$ cat src/rtl/seq_101_tx.sv
// -----------------------------------------------------------------------------
// seq_101_tx
// Serial pattern transmitter feeding the "101" sequence detector. A start
// request captures a pattern word, a bit count and a repeat count, then the
// low iLEN bits of the pattern are shifted out MSB-first, one bit per clock.
// Extra frames (iREPEAT of them) follow the first, separated by GAP low
// cycles. A one-cycle oDONE pulse marks the end of the whole job.
//
// Parameters
//   WIDTH   pattern register width in bits (>= 2)
//   CNT_W   width of the repeat count (total frames = iREPEAT + 1)
//   GAP     low idle cycles between repeated frames (0 = back-to-back)
//
// Ports
//   iCLK      in   1        clock, all logic on the rising edge
//   iRST      in   1        synchronous active-low reset
//   iSTART    in   1        job request, honoured only while not busy
//   iPATTERN  in   WIDTH    pattern word, bit iLEN-1 is sent first
//   iLEN      in   LEN_W    bits per frame; 0 ignores the start, >WIDTH clamps
//   iREPEAT   in   CNT_W    additional frames after the first
//   oOUT      out  1        serial data bit (registered)
//   oFIRST    out  1        high alongside the first bit of each frame
//   oBUSY     out  1        high while a frame bit or gap bit is on oOUT
//   oDONE     out  1        one-cycle pulse after the last bit of the job
// -----------------------------------------------------------------------------
module seq_101_tx #(
    parameter int WIDTH = 8,
    parameter int CNT_W = 4,
    parameter int GAP   = 2
) (
    input  logic                         iCLK,
    input  logic                         iRST,
    input  logic                         iSTART,
    input  logic [WIDTH-1:0]             iPATTERN,
    input  logic [$clog2(WIDTH+1)-1:0]   iLEN,
    input  logic [CNT_W-1:0]             iREPEAT,
    output logic                         oOUT,
    output logic                         oFIRST,
    output logic                         oBUSY,
    output logic                         oDONE
);

    localparam int LEN_W = $clog2(WIDTH + 1);
    localparam int GAP_W = (GAP > 1) ? $clog2(GAP) : 1;

    localparam logic [LEN_W-1:0] MAX_LEN  = LEN_W'(WIDTH);
    localparam logic [GAP_W-1:0] GAP_LAST = GAP_W'(GAP - 1);

    localparam logic [1:0] IDLE  = 2'd0;
    localparam logic [1:0] SHIFT = 2'd1;
    localparam logic [1:0] GAPS  = 2'd2;
    localparam logic [1:0] DONE  = 2'd3;

    logic [1:0]       state;
    logic [WIDTH-1:0] patReg;
    logic [LEN_W-1:0] lenReg;
    logic [LEN_W-1:0] bitIdx;
    logic [CNT_W-1:0] frameCnt;
    logic [GAP_W-1:0] gapCnt;

    logic [LEN_W-1:0] lenClamped;
    logic [LEN_W-1:0] startIdx;
    logic [LEN_W-1:0] firstIdx;
    logic             startOk;

    // Selecting a bit by shifting keeps the index width independent of the
    // pattern width, so lengths up to WIDTH (which needs an extra index bit)
    // are handled without a narrowing select.
    function automatic logic bitAt(input logic [WIDTH-1:0] pat,
                                   input logic [LEN_W-1:0] idx);
        logic [WIDTH-1:0] shifted;
        shifted = pat >> idx;
        return shifted[0];
    endfunction

    // Request qualification and the index of the first bit of a frame,
    // both for a freshly requested job and for repeats of the captured one.
    always_comb begin
        lenClamped = (iLEN > MAX_LEN) ? MAX_LEN : iLEN;
        startOk    = iSTART && (iLEN != '0);
        startIdx   = lenClamped - LEN_W'(1);
        firstIdx   = lenReg - LEN_W'(1);
    end

    // Main sequencer. Every output is computed together with the state it
    // belongs to, so what is registered here appears on the pins in the
    // following cycle. A start accepted in the DONE cycle chains directly into
    // the next job with no dead cycle.
    always_ff @(posedge iCLK) begin
        if (!iRST) begin
            state    <= IDLE;
            patReg   <= '0;
            lenReg   <= '0;
            bitIdx   <= '0;
            frameCnt <= '0;
            gapCnt   <= '0;
            oOUT     <= 1'b0;
            oFIRST   <= 1'b0;
            oBUSY    <= 1'b0;
            oDONE    <= 1'b0;
        end else begin
            case (state)
                IDLE, DONE: begin
                    state  <= IDLE;
                    oOUT   <= 1'b0;
                    oFIRST <= 1'b0;
                    oBUSY  <= 1'b0;
                    oDONE  <= 1'b0;
                    if (startOk) begin
                        patReg   <= iPATTERN;
                        lenReg   <= lenClamped;
                        frameCnt <= iREPEAT;
                        bitIdx   <= startIdx;
                        oOUT     <= bitAt(iPATTERN, startIdx);
                        oFIRST   <= 1'b1;
                        oBUSY    <= 1'b1;
                        state    <= SHIFT;
                    end
                end

                SHIFT: begin
                    oFIRST <= 1'b0;
                    if (bitIdx != '0) begin
                        bitIdx <= bitIdx - LEN_W'(1);
                        oOUT   <= bitAt(patReg, bitIdx - LEN_W'(1));
                    end else if (frameCnt != '0) begin
                        frameCnt <= frameCnt - CNT_W'(1);
                        if (GAP == 0) begin
                            bitIdx <= firstIdx;
                            oOUT   <= bitAt(patReg, firstIdx);
                            oFIRST <= 1'b1;
                        end else begin
                            state  <= GAPS;
                            gapCnt <= GAP_LAST;
                            oOUT   <= 1'b0;
                        end
                    end else begin
                        state <= DONE;
                        oOUT  <= 1'b0;
                        oBUSY <= 1'b0;
                        oDONE <= 1'b1;
                    end
                end

                GAPS: begin
                    if (gapCnt == '0) begin
                        state  <= SHIFT;
                        bitIdx <= firstIdx;
                        oOUT   <= bitAt(patReg, firstIdx);
                        oFIRST <= 1'b1;
                    end else begin
                        gapCnt <= gapCnt - GAP_W'(1);
                    end
                end

                default: begin
                    state  <= IDLE;
                    oOUT   <= 1'b0;
                    oFIRST <= 1'b0;
                    oBUSY  <= 1'b0;
                    oDONE  <= 1'b0;
                end
            endcase
        end
    end

endmodule

$ cat config.mk
export PLATFORM = sky130hd
export DESIGN_NAME = seq_101_tx
export DESIGN_NICKNAME = d
export VERILOG_FILES = /design/src/rtl/seq_101_tx.sv
export SDC_FILE = /design/constraint.sdc
export NUM_CORES = 1
export LEC_CHECK = 0
export ABC_AREA = 1
export BUFFER_PORTS_ARGS = -buffer_cell sky130_fd_sc_hd__clkbuf_2
export CAP_MARGIN = 40
export CORE_MARGIN = 4
export CORE_UTILIZATION = 35
export DETAILED_ROUTE_END_ITERATION = 10
export PLACE_DENSITY = 0.56
export SLEW_MARGIN = 20
export SYNTH_ARGS = -nofsm -noshare
export SYNTH_HDL_FRONTEND = slang
export SYNTH_SLANG_ARGS = --single-unit
$ cat constraint.sdc
create_clock -name iCLK -period 1.28 [get_ports iCLK]
set_input_delay 0.064 -clock iCLK [delete_from_list [all_inputs] [get_ports iCLK]]
set_output_delay 0.064 -clock iCLK [all_outputs]
set_load 0.01 [all_outputs]
**Word-level counts from Yosys, hierarchy flattened**

Index checks and enable logic that the tools add are counted.

- Register bits after elaboration: 27
- Bits of input ports: 19
- Word-level logic and storage cells: 73

- Multiplexer cells: 31
- Reductions and logical operators: 14
- $add $sub $neg: 5
- Equality and inequality tests: 9
- $lt $le $gt $ge: 1
- Shifts and indexed selects: 3

Operators with widths:

| kind | count |
|---|---|
| $mux 4 | 7 |
| $shr 8x4->1 | 3 |
| $sub 4x1->4 const B | 4 |
| $mux 1 | 14 |
| $ne 2x2->1 const B | 6 |
| $pmux 4 s3 | 1 |
| $reduce_bool 4->1 | 3 |
| $reduce_and 3->1 | 3 |
| $pmux 4 s2 | 1 |
| $pmux 1 s2 | 3 |
| $pmux 1 s3 | 2 |
| $pmux 2 s3 | 1 |
| $eq 2x2->1 const B | 2 |
| $gt 4x4->1 const B | 1 |
| $mux 2 | 2 |
| $reduce_and 2->1 | 2 |
| $reduce_and 4->1 | 1 |
| $reduce_bool 2->1 | 2 |
| $eq 2x1->1 const B | 1 |
| $logic_not 2->1 | 1 |
| $reduce_or 2->1 | 1 |
| $logic_and 1x1->1 | 1 |
| $sub 1x1->1 const B | 1 |

**Longest topological paths before layout**

Gate-level depths: netlist of the first run.

- Depth in word-level cells: 6
- Gate-level depth with buffers: 14
- Mapped depth without buffers: 14

**Worst setup path after synthesis of the first run**

No wires, ideal clock.

- Path type: flip-flop to flip-flop
- From: register state[0]
- To: register bitIdx[0]
- Setup time: 0.070 ns
- Cell stages (with the launch flop): 8
- Required time: 1.210 ns
- Clock period less this slack: 1.399 ns
- Data arrival time: 1.329 ns
- Buffers on the path: 0
- Setup slack: -0.119 ns
- Cell sequence: dfxtp_1 -> inv_1 -> ha_1 -> inv_2 -> nand2_1 -> o221ai_1 -> o21ai_0 -> a21oi_1

- Word-level cells in the longest chain between the ends: 4
- Elaborated cells on any way between the ends: 10
- Classes of those cells: 6 x eq/ne; 1 x mux; 3 x reduce/logical

Ends and longest elaborated chain:

| what | RTL line | text |
|---|---|---|
| from (decl) | 54 | `logic [1:0] state;` |
| from (signal assigned) | 91 | `state <= IDLE;` |
| from (signal assigned) | 104 | `state <= IDLE;` |
| from (signal assigned) | 117 | `state <= SHIFT;` |
| $eq 2x2->1 / $logic_not 2->1 (equally long branches) | 102 | `case (state)` |
| $reduce_or 2->1 | 102 |  |
| $ne 2x2->1 (no source line) | -- |  |
| $reduce_and 3->1 (no source line) | -- |  |
| to (signal assigned) | 113 | `bitIdx <= startIdx;` |
| to (signal assigned) | 124 | `bitIdx <= bitIdx - LEN_W'(1);` |
| to (signal assigned) | 129 | `bitIdx <= firstIdx;` |
| to (decl) | 57 | `logic [LEN_W-1:0] bitIdx;` |

Several ways; a longest one is shown, not always the timed one.
A chain may end at the register's enable or synchronous reset.

**Worst setup path in the final report of the first run**

- From: register state[0]
- To: register oBUSY

- Word-level cells in the longest chain between the ends: 4
- Elaborated cells on any way between the ends: 9
- Classes of those cells: 4 x eq/ne; 1 x mux; 4 x reduce/logical

Ends and longest elaborated chain:

| what | RTL line | text |
|---|---|---|
| $eq 2x2->1 / $logic_not 2->1 (equally long branches) | 102 |  |
| $reduce_or 2->1 | 102 |  |
| $reduce_bool 2->1 (no source line) | -- |  |
| $reduce_and 3->1 (no source line) | -- |  |
| to (signal assigned) | 99 | `oBUSY <= 1'b0;` |
| to (signal assigned) | 107 | `oBUSY <= 1'b0;` |
| to (signal assigned) | 116 | `oBUSY <= 1'b1;` |
| to (decl) | 39 | `output logic oBUSY,` |

Several ways; a longest one is shown, not always the timed one.

==> results of run 1 <==
==> layout by cell type, fill, tap and decap left out, types with 2 or more instances in the layout <==
cell type / synthesis / layout
clkbuf_2: 0 / 22
o21ai_0: 23 / 12
nand2_2: 1 / 4
nand3_4: 0 / 2
o221ai_2: 0 / 2
buf_12: 0 / 2
nand4_4: 0 / 2
inv_1: 36 / 32
a21oi_1: 22 / 18
nand2_1: 68 / 63
buf_4: 1 / 29
dfxtp_1: 27 / 21
buf_6: 1 / 5
dfxtp_2: 0 / 6
clkbuf_8: 0 / 3
nor2_1: 16 / 16
inv_2: 4 / 7
ha_4: 0 / 6
nand3_2: 2 / 2
nand2_4: 0 / 2
o21ai_1: 4 / 14
a21oi_2: 0 / 4
xnor2_2: 0 / 2
nand3_1: 29 / 27
==> tightest hold or removal path, cell delays in order <==
cell	delay [ns]
clkbuf_2	0.08
inv_1	0.06
a21oi_1	0.05
==> sequential cells by signal, summed over array words and instances, names as in the netlist <==
| name | cells |
|---|---|
| gapCnt | 1 |
| frameCnt | 4 |
| lenReg | 4 |
| oBUSY | 1 |
| patReg | 8 |
| oFIRST | 1 |
| bitIdx | 4 |
| oDONE | 1 |
| oOUT | 1 |
| state | 2 |
==> how the worst max path moves through the flow <==
| stage | startpoint | end | slack [ns] | cells past startpoint |
|---|---|---|---|---|
| floorplan | state[1]$_SDFFE_PN0P_ | oBUSY$_SDFFE_PN0P_ | -0.06 | 9 |
| global placement | iLEN[1] | oOUT$_SDFFE_PN0P_ | -0.12 | 13 |
| detailed placement | state[0]$_SDFFE_PN0P_ | frameCnt[3]$_SDFFE_PN0P_ | -0.13 | 7 |
| CTS | state[0]$_SDFFE_PN0P_ | oBUSY$_SDFFE_PN0P_ | -0.09 | 8 |
| global route | state[0]$_SDFFE_PN0P_ | oBUSY$_SDFFE_PN0P_ | -0.21 | 8 |
| finish | state[0]$_SDFFE_PN0P_ | oBUSY$_SDFFE_PN0P_ | -0.10 | 8 |
==> metal layers <==
metal	up-vias	global-route usage, %	wire length [um]
met3	5	3.04	171
met5	-	0	0
met4	0	3.20	39
li1	966	-	-
met2	31	22.7	1920
met1	789	20.1	2220
==> cell families after synthesis <==
logic type,after synthesis,synth area share [%]
AO/OA/AOI/OAI,55,17.9
adder cells (fa/ha/maj),7,5.21
AND/OR/NAND/NOR,122,32.1
XOR/XNOR,4,2.08
buffers and inverters,44,10.5
flip-flops,27,32.1
==> cell type report <==
| class | count | area, um^2 | area share (%) |
|---|---|---|---|
| Clock buffer | 3 | 41.3 | 1.72 |
| Clock inverter | 1 | 7.51 | 0.313 |
| Inverter | 40 | 158 | 6.58 |
| Multi-Input combinational cell | 188 | 1150 | 48.1 |
| Sequential cell | 27 | 548 | 22.9 |
| Tap cell | 52 | 65.1 | 2.71 |
| Timing Repair Buffer | 58 | 424 | 17.7 |
==> report_power, final <==
part | internal, mW | switching (mW) | leakage [nW]
combinational | 1.59 | 1.75 | 0.878
clock | 0.222 | 0.301 | 0.0217
sequential | 1.10 | 0.202 | 0.225
==> Yosys cell counts <==
master / number / area, um^2
nor2_4: 1 / 11.3
nand2_2: 1 / 6.26
dfxtp_1: 27 / 541
or2_1: 1 / 6.26
o21ai_4: 1 / 16.3
o21ai_1: 4 / 20.0
nand2_1: 68 / 255
xnor2_1: 3 / 26.3
o211ai_1: 1 / 7.51
xor2_1: 1 / 8.76
a21oi_1: 22 / 110
o221ai_1: 3 / 26.3
clkbuf_1: 1 / 3.75
nor3_1: 1 / 5.00
nand4_2: 2 / 25.0
nand3_1: 29 / 145
nor2_1: 16 / 60.1
buf_4: 1 / 7.51
o21ai_0: 23 / 115
a31oi_1: 1 / 6.26
buf_1: 1 / 3.75
nand3_2: 2 / 20.0
ha_1: 7 / 87.6
buf_6: 1 / 11.3
inv_1: 36 / 135
inv_2: 4 / 15.0
nand4_1: 1 / 6.26
==> repair_timing <==
action                     in CTS  in global routing
buffers inserted                1                  0
pin swaps                       9                 10
setup endpoints to repair      27                 27
gates resized for setup        15                 27
==> per-stage QoR <==
step | setup slack (ns) | hold slack [ns]
after floorplan | -0.0595 | 0.199
after global placement | -0.124 | 0.313
after detailed placement | -0.126 | 0.319
after CTS | -0.0944 | 0.00780
after global routing | -0.208 | 0.0206
final | -0.105 | 0.00685
==> metrics, run 1 <==
GR Overflow Total=0; via count=1,791; Max stage delay on crit path=~0.37 ns; vias in the first global route=1,646; clock buffer depth=2; drt total wl=around 4300 um; Cell Count, Final, Fillers Out=369; Initial DRC Count=46; clk sinks=27; worst-path cell chain=buf_12 > ha_4 > nand4_4 > or2_4 > nand2_2 > o21ai_1 > o21ai_1 > nor2_1; n_diodes=0; Setup Skew=around 0.0067 ns; reg-to-reg setup timing slack=-0.10 ns; power per cell area=2160 mW/mm^2; headroom to the max-slew limit=69.9%; first-pass GRT wire length=slightly above 7000 um; syn_nets=285; Worst Hold End=patReg[3]$_SDFFE_PN0P_; post-synthesis sequential area ratio=32.1%; Nets=between 300 and 400; setup TNS=-1.61 ns; worst slew pin tran=0.452 ns; row count=24; Setup CP Type=reg2reg; CP max-delay cell=dfxtp_2; DRC violations left=0; overall power=5.17 mW; Max Slew Vio Count=0; vias per cell=4.85; Period minus WS final=approximately 1.4 ns; failing checks=negative setup slack; TritonCTS clock tree=yes; Max Clk Rate=722 MHz; Starting Density=a little under two fifths; RD Place Congestion=0.803; most used cell, CP=o21ai_1; Core Util, Final=53.2%; final setup slack of the worst path=-0.105 ns; die area=0.00598 mm^2; worst skew pair latency=0.28 ns; CTS Hold Bufs=0; r2r endpoint=oBUSY$_SDFFE_PN0P_; Syn Inst Count=259; HP Class=in2reg; # port buffers=22; Final Cycle Share=108%; Hold Path Cell Cnt=3; crit-path leading delay family=simple AND/OR/NAND/NOR gates; Ys Warns=0; CTS root buf=clkbuf_8; core area=0.00450 mm^2; Max IR drop VDD=0.833 mV; CP Buf/Inv Count=1; Crit Path Max Fanout=5; Final setup viols=26; largest net degree at the start of global routing=23; DIE HEIGHT=77.3 um; R2R Path Start=state[0]$_SDFFE_PN0P_; Placed Area=0.00218 mm^2; Avg Inst Size Synth=6.49 um^2; antenna-violating nets left=0; #FFs+latches synth=27; LEAKAGE=1.12 nW; Worst EP arrival=1.56 ns; Distinct cells, synth=27; Post-Place Cells=around 360; Global Route Usage Sum=14.4%; First-pass DRT Iterations=4; layout cells sized above 1=33.4%; WL/cell=between 10 and 15 um; H-tree Lvls=1; RSZ-0062 raised after global routing=true; num ports=23; placed wire-length estimate=~3300 um; FILL cells=463; CTS clock-pin slew for the worst setup and hold paths=0.10 ns; Non-Filler Cell Area, Final=roughly 0.0024 mm^2; status=finished with violations; Worst EP required=between 1 and 1.5 ns; cts bufs inserted=3; min-delay src=iPATTERN[3]; Register-to-Register Path Depth=8; synthesis-to-finish area growth=42.6%; Die W=77.3 um; mapped cell area=0.00168 mm^2; Max Cap Viol=0; Fin. Hold Viols=0; startpoint types=flip-flop; CP endpoint kind=flip-flop; antenna violations before repair=0
(Power assumes the default switching activity.)
==> inputs of run 2 (changes only) <==
--- a/config.mk
+++ b/config.mk
@@ -5,13 +5,14 @@
 export SDC_FILE = /design/constraint.sdc
 export NUM_CORES = 1
 export LEC_CHECK = 0
-export ABC_AREA = 1
 export BUFFER_PORTS_ARGS = -buffer_cell sky130_fd_sc_hd__clkbuf_2
 export CAP_MARGIN = 40
+export CELL_PAD_IN_SITES_DETAIL_PLACEMENT = 2
+export CELL_PAD_IN_SITES_GLOBAL_PLACEMENT = 2
 export CORE_MARGIN = 4
 export CORE_UTILIZATION = 35
 export DETAILED_ROUTE_END_ITERATION = 10
-export PLACE_DENSITY = 0.56
+export PLACE_DENSITY = 0.79
 export SLEW_MARGIN = 20
 export SYNTH_ARGS = -nofsm -noshare
 export SYNTH_HDL_FRONTEND = slang
==> constraint.sdc (replaced) <==
create_clock -name iCLK -period 1.7 [get_ports iCLK]
set_input_delay 0.085 -clock iCLK [delete_from_list [all_inputs] [get_ports iCLK]]
set_output_delay 0.085 -clock iCLK [all_outputs]
set_load 0.01 [all_outputs]
==> run 2 against run 1 <==
Net effect: the run still ends with negative setup slack left; sequential power down 20%; global-route usage increased by 10 points; clock skew rose by 0.0022 ns; highest routed layer unchanged; critical endpoint is now oOUT$_SDFFE_PN0P_; first-iteration DRC count rose to 2.7 times the previous value; non-clock buffer count down 2; via count grew 1.5%; combinational power about the same; final cell count fell by 17%; critical path depth shrank 2; synthesized cell count shrank 27%; area after synthesis is 3.4% higher; sequential cell count unchanged.
==> metrics, run 2 <==
status=finished with violations; failing checks=negative setup slack; Clock Power Share=8.4% (-1.7 points); syn_nets=214 (-25%); clock buffer depth=2 (unchanged); worst-path cell chain=inv_2 > ha_4 > mux4_2 > mux2i_2 > nor3_2 > nand4bb_1; Post-synth EDFFs=0 (unchanged); CTS clock-pin slew for the worst setup and hold paths=0.11 ns (about the same); cts bufs inserted=3 (unchanged); HP Class=in2reg; FILL cells=532 (+15%); antenna-violating nets left=0 (unchanged); reg-to-reg setup timing slack=-0.23 ns (-0.12 ns); Largest register FFs=8 (unchanged); r2r endpoint=oOUT$_SDFFE_PN0P_; CP endpoint kind=flip-flop; Non-Filler Cell Area, Final=0.00237 mm^2 (-0.94%); vias per cell=5.94 (+22%); final setup slack of the worst path=-0.227 ns (-0.122 ns); biggest area consumer among synthesized cells=dfxtp_1; Max IR drop VDD=0.701 mV (-16%); worst slew pin tran=0.558 ns (+0.107 ns); most common cell in the synthesized netlist=dfxtp_1; antenna violations before repair=0 (unchanged); Syn Inst Count=188 (-27%); Comb power frac=69.7% (+5.1 points); Hold Path Cell Cnt=3 (unchanged); Ys Warns=0 (unchanged); post-synthesis sequential area ratio=31.1% (-1.1 points); # port buffers=22 (unchanged); drt total wl=8010 um (+84%); largest net degree at the start of global routing=15 (-35%); Initial DRC Count=123 (+170%); min-delay src=iPATTERN[5]; DIE HEIGHT=78.5 um (+1.5%); CP max-delay cell=mux4_2; Max Cap Viol=0 (unchanged); layout cells sized above 1=47.3% (+14 points); Placed Area=0.00211 mm^2 (-3.2%); die area=0.00616 mm^2 (+3.1%); CTS root buf=clkbuf_8; Setup CP Type=reg2reg; switching portion of total power=46.2% (+2.6 points); CTS Hold Bufs=0 (unchanged); Crit Path Max Fanout=3 (-2); Final Cycle Share=113% (+5.2 points); Max Slew Vio Count=0 (unchanged); Setup Skew=0.00885 ns (+0.00215 ns); Fin. Hold Viols=0 (unchanged); H-tree Lvls=1 (unchanged); most common cell after layout, fill and taps aside=buf_4; Worst Hold End=patReg[5]$_SDFFE_PN0P_; #FFs+latches synth=27 (unchanged); Avg Inst Size Synth=9.25 um^2 (+42%); worst skew pair latency=0.29 ns (about the same); WL/cell=26.2 um (+120%); TritonCTS clock tree=yes; internal power=2.58 mW (-12%); RSZ-0062 raised after global routing=true; Reg power frac=21.9% (-3.4 points); first-pass GRT wire length=11,500 um (+59%); GR Overflow Total=0 (unchanged); mapped cell area=0.00174 mm^2 (+3.4%); core area=0.00475 mm^2 (+5.6%); R2R Path Start=lenReg[1]$_SDFFE_PN0P_; DRC violations left=0 (unchanged); synthesis-to-finish area growth=36.5%; startpoint types=flip-flop; clk sinks=27 (unchanged); most frequent cells in the layout=buf_4 (31), clkbuf_2 (22), a21oi_1 (19), dfxtp_1 (19), nand2_1 (16); Distinct cells, synth=53 (+96%); Register-to-Register Path Depth=6 (-2); Max stage delay on crit path=0.52 ns (+0.15 ns); LEAKAGE=0.921 nW (-18%); Async SR Flop Fraction=0% (unchanged); Period minus WS final=1.93 ns (+0.542 ns); num ports=23 (unchanged); Starting Density=36.6% (-0.75 points); Nets=266 (-23%); Final setup viols=5 (-81%); power per cell area=2020 mW/mm^2 (-6.5%); First-pass DRT Iterations=4 (unchanged); top cell types by occurrence after synthesis=dfxtp_1 (27), a21oi_1 (24), nand2_1 (16); Fin Hold WS=0.0462 ns (+0.0394 ns); Worst EP arrival=2.10 ns (+0.54 ns); vias in the first global route=1,983 (+20%); largest cells by area after synthesis=dfxtp_1 (31%), a21oi_1 (6.9%), mux4_2 (6.5%); n_diodes=0 (unchanged); headroom to the max-slew limit=62.7% (-7.1 points); Global Route Usage Sum=24.5% (+10 points); Psw=2.21 mW (-1.9%); RD Place Congestion=0.852 (+6.2%); placed wire-length estimate=4800 um (+44%); row count=25 (+4.2%); Worst EP required=1.87 ns (+0.42 ns); via count=1,817 (+1.5%); Die W=78.5 um (+1.5%); share of the synthesized area in the top cell type=31.1% (-1.1 points); Primary FF master, synth=dfxtp_1; Max Clk Rate=519 MHz (-28%); Biggest register=patReg
==> run 2: changes by cell type after synthesis, sizes merged, moves of 4 or more <==
| cell | delta |
|---|---|
| nand2 | -52 |
| inv | -26 |
| o21ai | -25 |
| nand3 | -21 |
| nor2 | -8 |
| mux2i | +6 |
| mux4 | +6 |
| nor3 | +5 |
| a211oi | +4 |
| o21a | +4 |
==> run 2: worst max-delay path by stage <==
stage,start,to,slack [ns],depth (start not counted)
finish,lenReg[1]$_SDFFE_PN0P_,oOUT$_SDFFE_PN0P_,-0.23,6
global route,lenReg[1]$_SDFFE_PN0P_,oOUT$_SDFFE_PN0P_,-0.27,6
CTS,bitIdx[0]$_SDFFE_PN0P_,oOUT$_SDFFE_PN0P_,-0.11,6
detailed placement,state[0]$_SDFFE_PN0P_,oOUT$_SDFFE_PN0P_,-0.21,5
global placement,state[0]$_SDFFE_PN0P_,oOUT$_SDFFE_PN0P_,-0.05,6
floorplan,bitIdx[0]$_SDFFE_PN0P_,oOUT$_SDFFE_PN0P_,-0.08,6
==> run 2: layer usage <==
layer | GRT usage [%] | vias up | wire length, um | share of wire (%)
met5 | 0 | - | 0 | 0
met4 | 9.97 | 0 | 157 | 2.0
met3 | 2.75 | 10 | 291 | 3.6
met2 | 43.4 | 52 | 4230 | 53
met1 | 30.1 | 957 | 3330 | 42
li1 | - | 798 | - | -
==> run 2: power groups by stage <==
stage / registers (mW) / logic, mW / clock network [mW]
after floorplan: 0.962 / 1.62 / 0
after global placement: 0.980 / 2.30 / 0
after detailed placement: 1.00 / 2.48 / 0
after CTS: 0.995 / 2.70 / 0.390
after global routing: 1.08 / 3.52 / 0.424
final: 1.05 / 3.33 / 0.403
==> run 2: per-stage QoR <==
step | cells | setup WS (ns) | TNS, ns | util (%) | total power [mW]
3_3_place_gp | 296 | -0.0513 | -0.500 | 44.4 | 3.28
5_1_grt | 306 | -0.269 | -0.880 | 49.9 | 5.02
6_report | 306 | -0.227 | -0.569 | 49.9 | 4.79
2_1_floorplan | 188 | -0.0843 | -0.0843 | - | 2.58
3_5_place_dp | 296 | -0.211 | -2.30 | 44.4 | 3.48
4_1_cts | 302 | -0.110 | -0.110 | 47.0 | 4.09
==> run 2: cell families after synthesis <==
logic type	Yosys count	synth area share [%]
adders and majority gates	7	5.04
buffers and inverters	23	6.04
muxes	13	12.1
and+or+nand+nor	63	21.4
xor gates and xnor gates	4	2.01
DFF	27	31.1
AOI/OAI and AO/OA	51	22.3
==> run 2: critical path: cells and delay by family, from the launching register on <==
kind | cells | cell delay, ns
multiplexers | 2 | 0.79
flip-flops | 1 | 0.38
buffers and inverters | 1 | 0.06
AND/OR/NAND/NOR | 2 | 0.30
adder cells (fa/ha/maj) | 1 | 0.28
==> run 2: area by class of cell <==
type	count	area (um^2)	share of cell area, %
tap	67	83.8	3.53
multi-input combinational	138	1250	52.8
timing repair buffer	56	377	15.9
sequential	27	556	23.4
clock buffer	4	45.0	1.90
inverter	14	58.8	2.48
==> run 2: timing repair <==
item	4_1_cts	5_1_grt
setup endpoints to repair	24	21
buffers inserted	2	4
gates resized for setup	12	31
pin swaps	1	13
==> inputs of run 3 (changes only) <==
--- a/config.mk
+++ b/config.mk
@@ -10,9 +10,9 @@
 export CELL_PAD_IN_SITES_DETAIL_PLACEMENT = 2
 export CELL_PAD_IN_SITES_GLOBAL_PLACEMENT = 2
 export CORE_MARGIN = 4
-export CORE_UTILIZATION = 35
+export CORE_UTILIZATION = 38
 export DETAILED_ROUTE_END_ITERATION = 10
-export PLACE_DENSITY = 0.79
+export PLACE_DENSITY = 0.85
 export SLEW_MARGIN = 20
 export SYNTH_ARGS = -nofsm -noshare
 export SYNTH_HDL_FRONTEND = slang
==> run 3 against run 2 <==
Net effect: maximum frequency decreased by 1.0%; the run still ends with negative setup slack left; largest power group unchanged; power decreased by 6.2%; routed wire length decreased by 5.2%; sequential share of layout area increased by 0.59 points.
==> metrics, run 3 (synthesis gave the netlist of run 2 again) <==
worst-path cell chain=inv_2 > ha_4 > mux4_2 > mux2_4 > a41oi_2 > nand4bb_1; die area=0.00572 mm^2 (-7.1%); reg-to-reg setup timing slack=-0.25 ns (-0.02 ns); drt total wl=7590 um (-5.2%); status=finished with violations; vias per cell=6.10 (+2.7%); via count=1,775 (-2.3%); layout cells sized above 1=42.3% (-5.0 points); multi-input logic area=0.00120 mm^2 (-4.4%); # port buffers=22 (unchanged); Worst EP arrival=2.12 ns (+0.02 ns); crit-path leading delay family=multiplexers; min-delay src=iPATTERN[6]; vias in the first global route=1,928 (-2.8%); Period minus WS final=1.95 ns (+0.0200 ns); row count=24 (-4.0%); R2R Path Start=bitIdx[1]$_SDFFE_PN0P_; Setup CP Type=reg2reg; antenna-violating nets left=0 (unchanged); Largest register FFs=8 (unchanged); WL/cell=26.1 um (-0.36%); Initial DRC Count=118 (-4.1%); CTS root buf=clkbuf_8; core area=0.00438 mm^2 (-7.8%); RD Place Congestion=0.889 (+4.3%); Max Slew Vio Count=0 (unchanged); antenna violations before repair=0 (unchanged); DIE HEIGHT=75.7 um (-3.6%); num ports=23 (unchanged); FILL cells=469 (-12%); Biggest register=patReg; FF/Latch Area=552 um^2 (-0.68%); final setup slack of the worst path=-0.247 ns (-0.0200 ns); H-tree Lvls=1 (unchanged); Max IR drop VDD=0.692 mV (-1.3%); Fin Hold WS=0.0363 ns (-0.00996 ns); synthesis-to-finish area growth=32.3%; Starting Density=39.7% (+3.1 points); most frequent cells in the layout=buf_4 (29), a21oi_1 (22), clkbuf_2 (22), dfxtp_1 (20), nand2_1 (16); LEAKAGE=0.931 nW (+1.1%); CP max-delay cell=mux4_2; Crit. Startpoint=bitIdx[1]$_SDFFE_PN0P_; most common cell after layout, fill and taps aside=buf_4; First-pass DRT Iterations=4 (unchanged); overall power=4.49 mW (-6.2%); startpoint types=flip-flop; GR Overflow Total=0 (unchanged); TritonCTS clock tree=yes; placed wire-length estimate=5460 um (+14%); Die W=75.7 um (-3.6%); Max Clk Rate=514 MHz (-1.0%); cts bufs inserted=3 (unchanged); Worst EP required=1.87 ns (about the same); power per cell area=1950 mW/mm^2 (-3.2%); clock buffer depth=2 (unchanged); CTS clock-pin slew for the worst setup and hold paths=0.10 ns (about the same); CP Buf/Inv Count=1 (unchanged); first-pass GRT wire length=10,800 um (-5.8%); RSZ-0062 raised after global routing=true; clk sinks=27 (unchanged); Max Cap Viol=0 (unchanged); CP endpoint kind=flip-flop; Final Cycle Share=115% (+1.2 points); Max stage delay on crit path=0.51 ns (about the same); largest net degree at the start of global routing=15 (unchanged); DRC violations left=0 (unchanged); Fin. Hold Viols=0 (unchanged); HP Class=in2reg; failing checks=negative setup slack; Setup Skew=0.00356 ns (-0.00529 ns); n_diodes=0 (unchanged); Nets=266 (unchanged); worst slew pin tran=0.375 ns (-0.184 ns); headroom to the max-slew limit=74.8% (+12 points); Global Route Usage Sum=25.8% (+1.3 points); Crit Path Max Fanout=2 (-1); worst skew pair latency=0.29 ns (about the same); Final setup viols=6 (+1)
==> run 3: metrics by stage <==
step	instance area (um^2)	cells	setup slack (ns)	TNS, ns	util (%)
finish	2300	291	-0.247	-0.717	52.5
floorplan	1760	188	-0.0843	-0.0843	-
global placement	2110	284	-0.0545	-0.0574	48.2
CTS	2190	289	-0.188	-0.862	50.0
detailed placement	2110	284	-0.198	-2.32	48.2
global route	2300	291	-0.287	-1.29	52.5
==> run 3: path summary, 6_finish.rpt <==
| kind | to | cells after the start |
|---|---|---|
| worst min-delay path | patReg[6]$_SDFFE_PN0P_ | 3 |
| worst min register to register | lenReg[1]$_SDFFE_PN0P_ | 2 |
| worst max-delay path | oOUT$_SDFFE_PN0P_ | 6 |
| worst max register to register | oOUT$_SDFFE_PN0P_ | 6 |
==> run 3: layout make-up <==
cell class                      count  share of cell area (%)
Clock buffer                        4                    1.96
Inverter                           14                    2.39
Multi-Input combinational cell    138                    52.1
Sequential cell                    27                    24.0
Tap cell                           52                    2.83
Timing Repair Buffer               56                    16.7
==> run 3: repair_timing <==
item | in CTS | in global routing
pin swaps | 1 | 8
endpoints found under the setup margin | 22 | 19
endpoints found under the hold margin | 0 | 0
setup buffers | 1 | 2
hold buffers | 0 | 0
resized for setup | 6 | 26
==> run 3: worst register-to-register path: cells and delay by family, from the launching register on <==
kind	cells	cell delay, ns
simple gates	1	0.13
compound gates	1	0.18
fa+ha+maj	1	0.28
mux	2	0.80
flops	1	0.37
buf+inv	1	0.08
==> run 3: metal layers <==
| layer | GRT usage, % | routed length, um | up-vias |
|---|---|---|---|
| met2 | 46.8 | 4060 | 41 |
| li1 | - | - | 804 |
| met3 | 2.77 | 203 | 17 |
| met5 | 0 | 0 | - |
| met4 | 7.77 | 222 | 0 |
| met1 | 32.1 | 3100 | 913 |
==> run 3: report_power, final <==
| part | internal [mW] | switching [mW] |
|---|---|---|
| clock network | 0.169 | 0.236 |
| registers | 0.825 | 0.209 |
| logic | 1.45 | 1.60 |
| total | 2.44 | 2.05 |
